## config.mk

```make
export PLATFORM = sky130hd
export DESIGN_NAME = iter_divider
export DESIGN_NICKNAME = d
export VERILOG_FILES = /design/src/rtl/iter_divider_pkg.sv /design/src/rtl/div_sign_fix.sv /design/src/rtl/iter_divider.sv
export SDC_FILE = /design/constraint.sdc
export NUM_CORES = 1
export LEC_CHECK = 0
export ABC_CLOCK_PERIOD_IN_PS = 6300
export BUFFER_PORTS_ARGS = -buffer_cell sky130_fd_sc_hd__buf_2
export CAP_MARGIN = 20
export CORE_ASPECT_RATIO = 0.7
export CORE_MARGIN = 3
export CORE_UTILIZATION = 62
export CTS_BUF_LIST = sky130_fd_sc_hd__clkbuf_8
export DETAILED_ROUTE_END_ITERATION = 10
export PLACE_DENSITY_LB_ADDON = 0.12
export SLEW_MARGIN = 20
export SYNTH_ARGS = -nofsm -noshare
export SYNTH_HDL_FRONTEND = slang
export SYNTH_SLANG_ARGS = --single-unit
```

## constraint.sdc

```tcl
create_clock -name clk -period 6.3 [get_ports clk]
set_input_delay 1.575 -clock clk [delete_from_list [all_inputs] [get_ports clk]]
set_output_delay 1.575 -clock clk [all_outputs]
set_load 0.02 [all_outputs]
```

## src/rtl/iter_divider_pkg.sv

```systemverilog
// Shared constants for the iterative divider: default width, FSM encoding and result packing.
package iter_divider_pkg;

    localparam int DIV_W = 32;

    localparam logic [1:0] ST_IDLE = 2'd0;
    localparam logic [1:0] ST_CALC = 2'd1;
    localparam logic [1:0] ST_DONE = 2'd2;

    // Result word is {quotient, remainder}; offsets given for the default width.
    localparam int QUO_LSB = DIV_W;
    localparam int REM_LSB = 0;

endpackage

```

## src/rtl/div_sign_fix.sv

```systemverilog
// Conditional two's-complement negate, evaluated one bit wider than the operand so that
// the most negative value yields its true magnitude when read as unsigned.
module div_sign_fix
    import iter_divider_pkg::*;
#(
    parameter int W = DIV_W
) (
    input  logic [W-1:0] val_i,
    input  logic         sext_i,
    input  logic         neg_i,
    output logic [W-1:0] res_o
);

    logic [W:0] ext;

    assign ext   = {sext_i & val_i[W-1], val_i};
    assign res_o = neg_i ? W'(-ext) : W'(ext);

endmodule

```

## src/rtl/iter_divider.sv

```systemverilog
// Radix-2 restoring divider with independent divisor/dividend capture and a one-cycle result strobe.
//   state   | meaning
//   IDLE    | collecting operands; each tready high until its channel is captured
//   CALC    | WIDTH shift/trial-subtract iterations on operand magnitudes
//   DONE    | result strobe for one cycle, capture flags cleared
module iter_divider
    import iter_divider_pkg::*;
#(
    parameter int WIDTH  = DIV_W,
    parameter bit SIGNED = 1'b1
) (
    input  logic               clk,
    input  logic               reset,
    input  logic               s_axis_divisor_tvalid,
    output logic               s_axis_divisor_tready,
    input  logic [WIDTH-1:0]   s_axis_divisor_tdata,
    input  logic               s_axis_dividend_tvalid,
    output logic               s_axis_dividend_tready,
    input  logic [WIDTH-1:0]   s_axis_dividend_tdata,
    output logic               m_axis_dout_tvalid,
    output logic [2*WIDTH-1:0] m_axis_dout_tdata
);

    localparam int CNT_W = 6;

    logic [1:0]         state_q, state_d;
    logic               dvs_flag_q, dvs_flag_d;
    logic               dvd_flag_q, dvd_flag_d;
    logic [WIDTH-1:0]   dvs_q, dvs_d;
    logic [WIDTH-1:0]   dvd_q, dvd_d;
    logic [WIDTH-1:0]   dvs_mag_q, dvs_mag_d;
    logic [WIDTH-1:0]   rem_q, rem_d;
    logic [WIDTH-1:0]   quo_q, quo_d;
    logic [CNT_W-1:0]   cnt_q, cnt_d;
    logic               q_neg_q, q_neg_d;
    logic               r_neg_q, r_neg_d;
    logic [2*WIDTH-1:0] dout_q, dout_d;

    logic               dvs_hs, dvd_hs, both_in;
    logic [WIDTH-1:0]   dvs_in, dvd_in;
    logic               dvs_neg, dvd_neg;
    logic [WIDTH-1:0]   dvs_mag, dvd_mag;
    logic [WIDTH:0]     shifted;
    logic [WIDTH+1:0]   diff;
    logic               fit;
    logic [WIDTH-1:0]   rem_nxt, quo_nxt;
    logic [WIDTH-1:0]   q_fix, r_fix;

    // Gating with reset keeps both treadys low while reset is held.
    assign s_axis_divisor_tready  = !reset && (state_q == ST_IDLE) && !dvs_flag_q;
    assign s_axis_dividend_tready = !reset && (state_q == ST_IDLE) && !dvd_flag_q;
    assign m_axis_dout_tvalid     = (state_q == ST_DONE);
    assign m_axis_dout_tdata      = dout_q;

    assign dvs_hs  = s_axis_divisor_tvalid && s_axis_divisor_tready;
    assign dvd_hs  = s_axis_dividend_tvalid && s_axis_dividend_tready;
    assign both_in = (dvs_flag_q || dvs_hs) && (dvd_flag_q || dvd_hs);

    // Operands arriving this cycle bypass their registers so CALC can start on the next edge.
    assign dvs_in  = dvs_hs ? s_axis_divisor_tdata  : dvs_q;
    assign dvd_in  = dvd_hs ? s_axis_dividend_tdata : dvd_q;
    assign dvs_neg = SIGNED && dvs_in[WIDTH-1];
    assign dvd_neg = SIGNED && dvd_in[WIDTH-1];

    div_sign_fix #(.W(WIDTH)) u_dvs_mag (.val_i(dvs_in), .sext_i(SIGNED), .neg_i(dvs_neg), .res_o(dvs_mag));
    div_sign_fix #(.W(WIDTH)) u_dvd_mag (.val_i(dvd_in), .sext_i(SIGNED), .neg_i(dvd_neg), .res_o(dvd_mag));

    assign shifted = {rem_q, quo_q[WIDTH-1]};
    assign diff    = {1'b0, shifted} - {2'b00, dvs_mag_q};
    assign fit     = !diff[WIDTH+1];
    assign rem_nxt = fit ? WIDTH'(diff) : WIDTH'(shifted);
    assign quo_nxt = {quo_q[WIDTH-2:0], fit};

    div_sign_fix #(.W(WIDTH)) u_quo_fix (.val_i(quo_nxt), .sext_i(1'b0), .neg_i(q_neg_q), .res_o(q_fix));
    div_sign_fix #(.W(WIDTH)) u_rem_fix (.val_i(rem_nxt), .sext_i(1'b0), .neg_i(r_neg_q), .res_o(r_fix));

    always_comb begin
        state_d    = state_q;
        dvs_flag_d = dvs_flag_q;
        dvd_flag_d = dvd_flag_q;
        dvs_d      = dvs_q;
        dvd_d      = dvd_q;
        dvs_mag_d  = dvs_mag_q;
        rem_d      = rem_q;
        quo_d      = quo_q;
        cnt_d      = cnt_q;
        q_neg_d    = q_neg_q;
        r_neg_d    = r_neg_q;
        dout_d     = dout_q;
        case (state_q)
            ST_IDLE: begin
                if (dvs_hs) begin
                    dvs_flag_d = 1'b1;
                    dvs_d      = s_axis_divisor_tdata;
                end
                if (dvd_hs) begin
                    dvd_flag_d = 1'b1;
                    dvd_d      = s_axis_dividend_tdata;
                end
                if (both_in) begin
                    state_d   = ST_CALC;
                    dvs_mag_d = dvs_mag;
                    quo_d     = dvd_mag;
                    rem_d     = '0;
                    cnt_d     = '0;
                    q_neg_d   = dvd_neg ^ dvs_neg;
                    r_neg_d   = dvd_neg;
                end
            end
            ST_CALC: begin
                rem_d = rem_nxt;
                quo_d = quo_nxt;
                cnt_d = cnt_q + CNT_W'(1);
                if (cnt_q == CNT_W'(WIDTH - 1)) begin
                    state_d                 = ST_DONE;
                    dout_d[REM_LSB +: WIDTH] = r_fix;
                    dout_d[WIDTH +: WIDTH]   = q_fix;
                end
            end
            ST_DONE: begin
                dvs_flag_d = 1'b0;
                dvd_flag_d = 1'b0;
                state_d    = ST_IDLE;
            end
            default: state_d = ST_IDLE;
        endcase
    end

    always_ff @(posedge clk) begin
        if (reset) begin
            state_q    <= ST_IDLE;
            dvs_flag_q <= 1'b0;
            dvd_flag_q <= 1'b0;
            dvs_q      <= '0;
            dvd_q      <= '0;
            dvs_mag_q  <= '0;
            rem_q      <= '0;
            quo_q      <= '0;
            cnt_q      <= '0;
            q_neg_q    <= 1'b0;
            r_neg_q    <= 1'b0;
            dout_q     <= '0;
        end else begin
            state_q    <= state_d;
            dvs_flag_q <= dvs_flag_d;
            dvd_flag_q <= dvd_flag_d;
            dvs_q      <= dvs_d;
            dvd_q      <= dvd_d;
            dvs_mag_q  <= dvs_mag_d;
            rem_q      <= rem_d;
            quo_q      <= quo_d;
            cnt_q      <= cnt_d;
            q_neg_q    <= q_neg_d;
            r_neg_q    <= r_neg_d;
            dout_q     <= dout_d;
        end
    end

endmodule
```

==> metrics.cfg <==
[status]
outcome=finished clean

[clock_network]
cts_made_buffers=39
holdBufCountCts=0
clkSlewWorstSetupHoldPaths_ns=0.07
cts_buffer_depth=3
cts_root_buffer=clkbuf_8
cts_tree=yes
ctsResizeCount=0
post-cts-setup-buffers=0
cts_sinks=236
cts_max_level=2
clk_latency_ns=0.57

[global_routing]
grt_pass1_wl_mm=68.08
grtUsageTotal=0.3327
grt_pass1_vias=12547
grt.overflow.total=0
grt_max_degree=171
antenna_found_initial=0

[yosys]
async_flop_share=0
syn_inst=1803
syn_avg_cell_area_um2=7.926
ys_seq_area_frac=0.3306
netlist_top_cells_area=dfxtp_1 (33%), mux2i_1 (5.7%), a21oi_1 (5.6%)
synth_cell_types=95
syn_nets=1909
ys_ff_latch=236
synth_top_cell_area_share=0.3306
synth-edff-count=0
yosys_most_used_dff=dfxtp_1
synth_area_leader_cell=dfxtp_1
yosysWarnings=0
netlist_area_um2=14290

[drt]
dr_total_vias=13991
drc=0
viasPerCell=6.322
dr.pass1.iters=5
drt.antenna.violating_nets=0
wl_mm=42.89
wl_per_cell_um=19.38
drt_iter0_drc=1535

[sta]
post-route-period-util=0.7985
final-setup-viol-count=0
hold_viol=0
timing.slew.headroom=0.2614
grt_setup_unrepaired=false
maxSlewViolCount=0
fin_skew_ns=0.02972
worstMarginPinSlew_ns=1.107
fin_crit_ns=5.031
max_freq_mhz=198.8
setup_tns_ns=0

[setup_path]
r2r_start=dvs_mag_q[26]
cp.arrival_ns=5.43
cp_max_fo=25
start_kind=flip-flop
reg2reg_depth=15
reg2reg_slack_ns=1.27
worstSetupPathType=flip-flop to flip-flop
cp-end-kind=flip-flop
cp.required_ns=6.70
r2r-end=m_axis_dout_tdata[60]

[floorplanning]
die_x_um=187.5
rows=45
dieArea_um2=24940
core_um2=22180
start_util=0.6442
die_h_um=133.0
io_pins=135

[final_layout]
nNetsFinal=1987
layout_commonest_cell=dfxtp_1
syn_to_final_growth_pct=10.64
drive_gt1_frac=0.1331
diodes=0
final_util=0.7127
final_cell_mix=dfxtp_1 (236), nand2_1 (203), nor2_1 (195)
num-fill-cells=1843

[hold_path]
worstHoldStart=dvs_mag_q[2]
min_path_cells=2
hold_path.class=flip-flop to flip-flop
holdPathEnd=dvs_mag_q[2]

[job]
drv_cap=0

[placement]
port_buffers=134
gp_congestion=0.9296
dp_hpwl_mm=31.45

[pwr]
p_per_area_nw_per_um2=623.4
power_leakage_uw=0.006258
ir_drop_mv=0.4700

per-layer routing:
metal  wire, um  GRT usage  share of wire  vias up
met5          0          0              0        -
met4        604    0.06830          0.014        0
met3       5321    0.08713           0.12       62
met2      16770     0.4484           0.39      685
met1      20200     0.5245           0.47     6592
li1           -          -              -     6652
final cells by class:
| cell class | count | area [um2] | area share |
|---|---|---|---|
| Inverter | 51 | 191.4 | 0.01211 |
| Timing Repair Buffer | 148 | 790.8 | 0.05001 |
| Clock buffer | 48 | 660.6 | 0.04178 |
| Clock inverter | 20 | 116.4 | 0.007359 |
| Multi-Input combinational cell | 1405 | 8946 | 0.5658 |
| Tap cell | 305 | 381.6 | 0.02414 |
| Sequential cell | 236 | 4725 | 0.2988 |
how the worst max path moves through the flow:
stage | startpoint | to | cells after the start | slack (ns)
floorplan | reset | quo_q[30] | 17 | 0.85
global placement | reset | quo_q[29] | 13 | 1.39
detailed placement | reset | quo_q[29] | 13 | 1.26
CTS | dvs_mag_q[10] | m_axis_dout_tdata[60] | 15 | 1.37
global route | dvs_mag_q[18] | m_axis_dout_tdata[60] | 15 | 0.85
finish | dvs_mag_q[26] | m_axis_dout_tdata[60] | 15 | 1.27
cell families after synthesis:
family                   after synthesis  share of synthesized area
AND/OR/NAND/NOR                      638                     0.2120
AO/OA/AOI/OAI                        510                     0.2346
adder cells (fa/ha/maj)               38                    0.03379
buffers and inverters                162                    0.04675
flip-flops                           236                     0.3306
multiplexers                          86                    0.06067
XOR/XNOR                             133                    0.08151
critical path, cell delays in order, from the launching register on:
cell      delay (ns)
dfxtp_1         0.36
inv_1           0.13
ha_1            0.41
a21oi_1         0.21
o21ai_1         0.18
nor2b_1         0.19
a211oi_2        0.44
nand3_2         0.59
inv_2           0.59
ha_1            0.34
nand4_1         0.13
or2_2           0.35
or3_1           0.37
o31ai_1         0.28
xor2_1          0.21
a211oi_1        0.09
cells in the mapped netlist (all sizes together) (4+ instances only):
| cell type | number |
|---|---|
| a2111oi | 4 |
| a211oi | 45 |
| a21o | 15 |
| a21oi | 162 |
| a221oi | 9 |
| a22o | 11 |
| a22oi | 19 |
| a31oi | 14 |
| a41oi | 4 |
| and2 | 12 |
| and3 | 19 |
| buf | 38 |
| clkbuf | 73 |
| dfxtp | 236 |
| ha | 37 |
| inv | 50 |
| mux2 | 5 |
| mux2i | 81 |
| nand2 | 203 |
| nand2b | 7 |
| nand3 | 28 |
| nand4 | 19 |
| nor2 | 198 |
| nor2b | 8 |
| nor3 | 51 |
| nor3b | 7 |
| nor4 | 20 |
| nor4b | 4 |
| o2111ai | 4 |
| o211ai | 12 |
| o21a | 7 |
| o21ai | 128 |
| o31ai | 30 |
| o41ai | 11 |
| or2 | 6 |
| or3 | 30 |
| or3b | 5 |
| or4 | 13 |
| xnor2 | 62 |
| xor2 | 71 |
metrics by stage:
| stage | hold WS, ns | setup WS [ns] | instances | area (um2) | power (uW) |
|---|---|---|---|---|---|
| 6_report | 0.4564 | 1.269 | 2213 | 15810 | 9856 |
| 3_5_place_dp | 0.4441 | 1.264 | 2145 | 15030 | 8289 |
| 4_1_cts | 0.4546 | 1.373 | 2213 | 15800 | 9682 |
| 3_3_place_gp | 0.4359 | 1.385 | 2145 | 15030 | 8193 |
| 5_1_grt | 0.4766 | 0.8496 | 2213 | 15810 | 10510 |
| 2_1_floorplan | 0.4250 | 0.8518 | 1803 | 14290 | 6898 |
registers in the layout (all words and copies together), names as in the netlist:
name / count
dvd_flag_q: 1
dvs_mag_q: 32
dvd_q: 32
dvs_q: 32
rem_q: 32
m_axis_dout_tdata: 64
cnt_q: 6
r_neg_q: 1
q_neg_q: 1
dvs_flag_q: 1
quo_q: 32
state_q: 2
report_power, final:
| part | leakage (uW) | switching, uW | total, uW | internal (uW) |
|---|---|---|---|---|
| sequential | 0.00191 | 136 | 1740 | 1600 |
| combinational | 0.00389 | 4370 | 6740 | 2370 |
| clock | 0.000452 | 645 | 1370 | 729 |
Power figures use the tool's default switching activity.
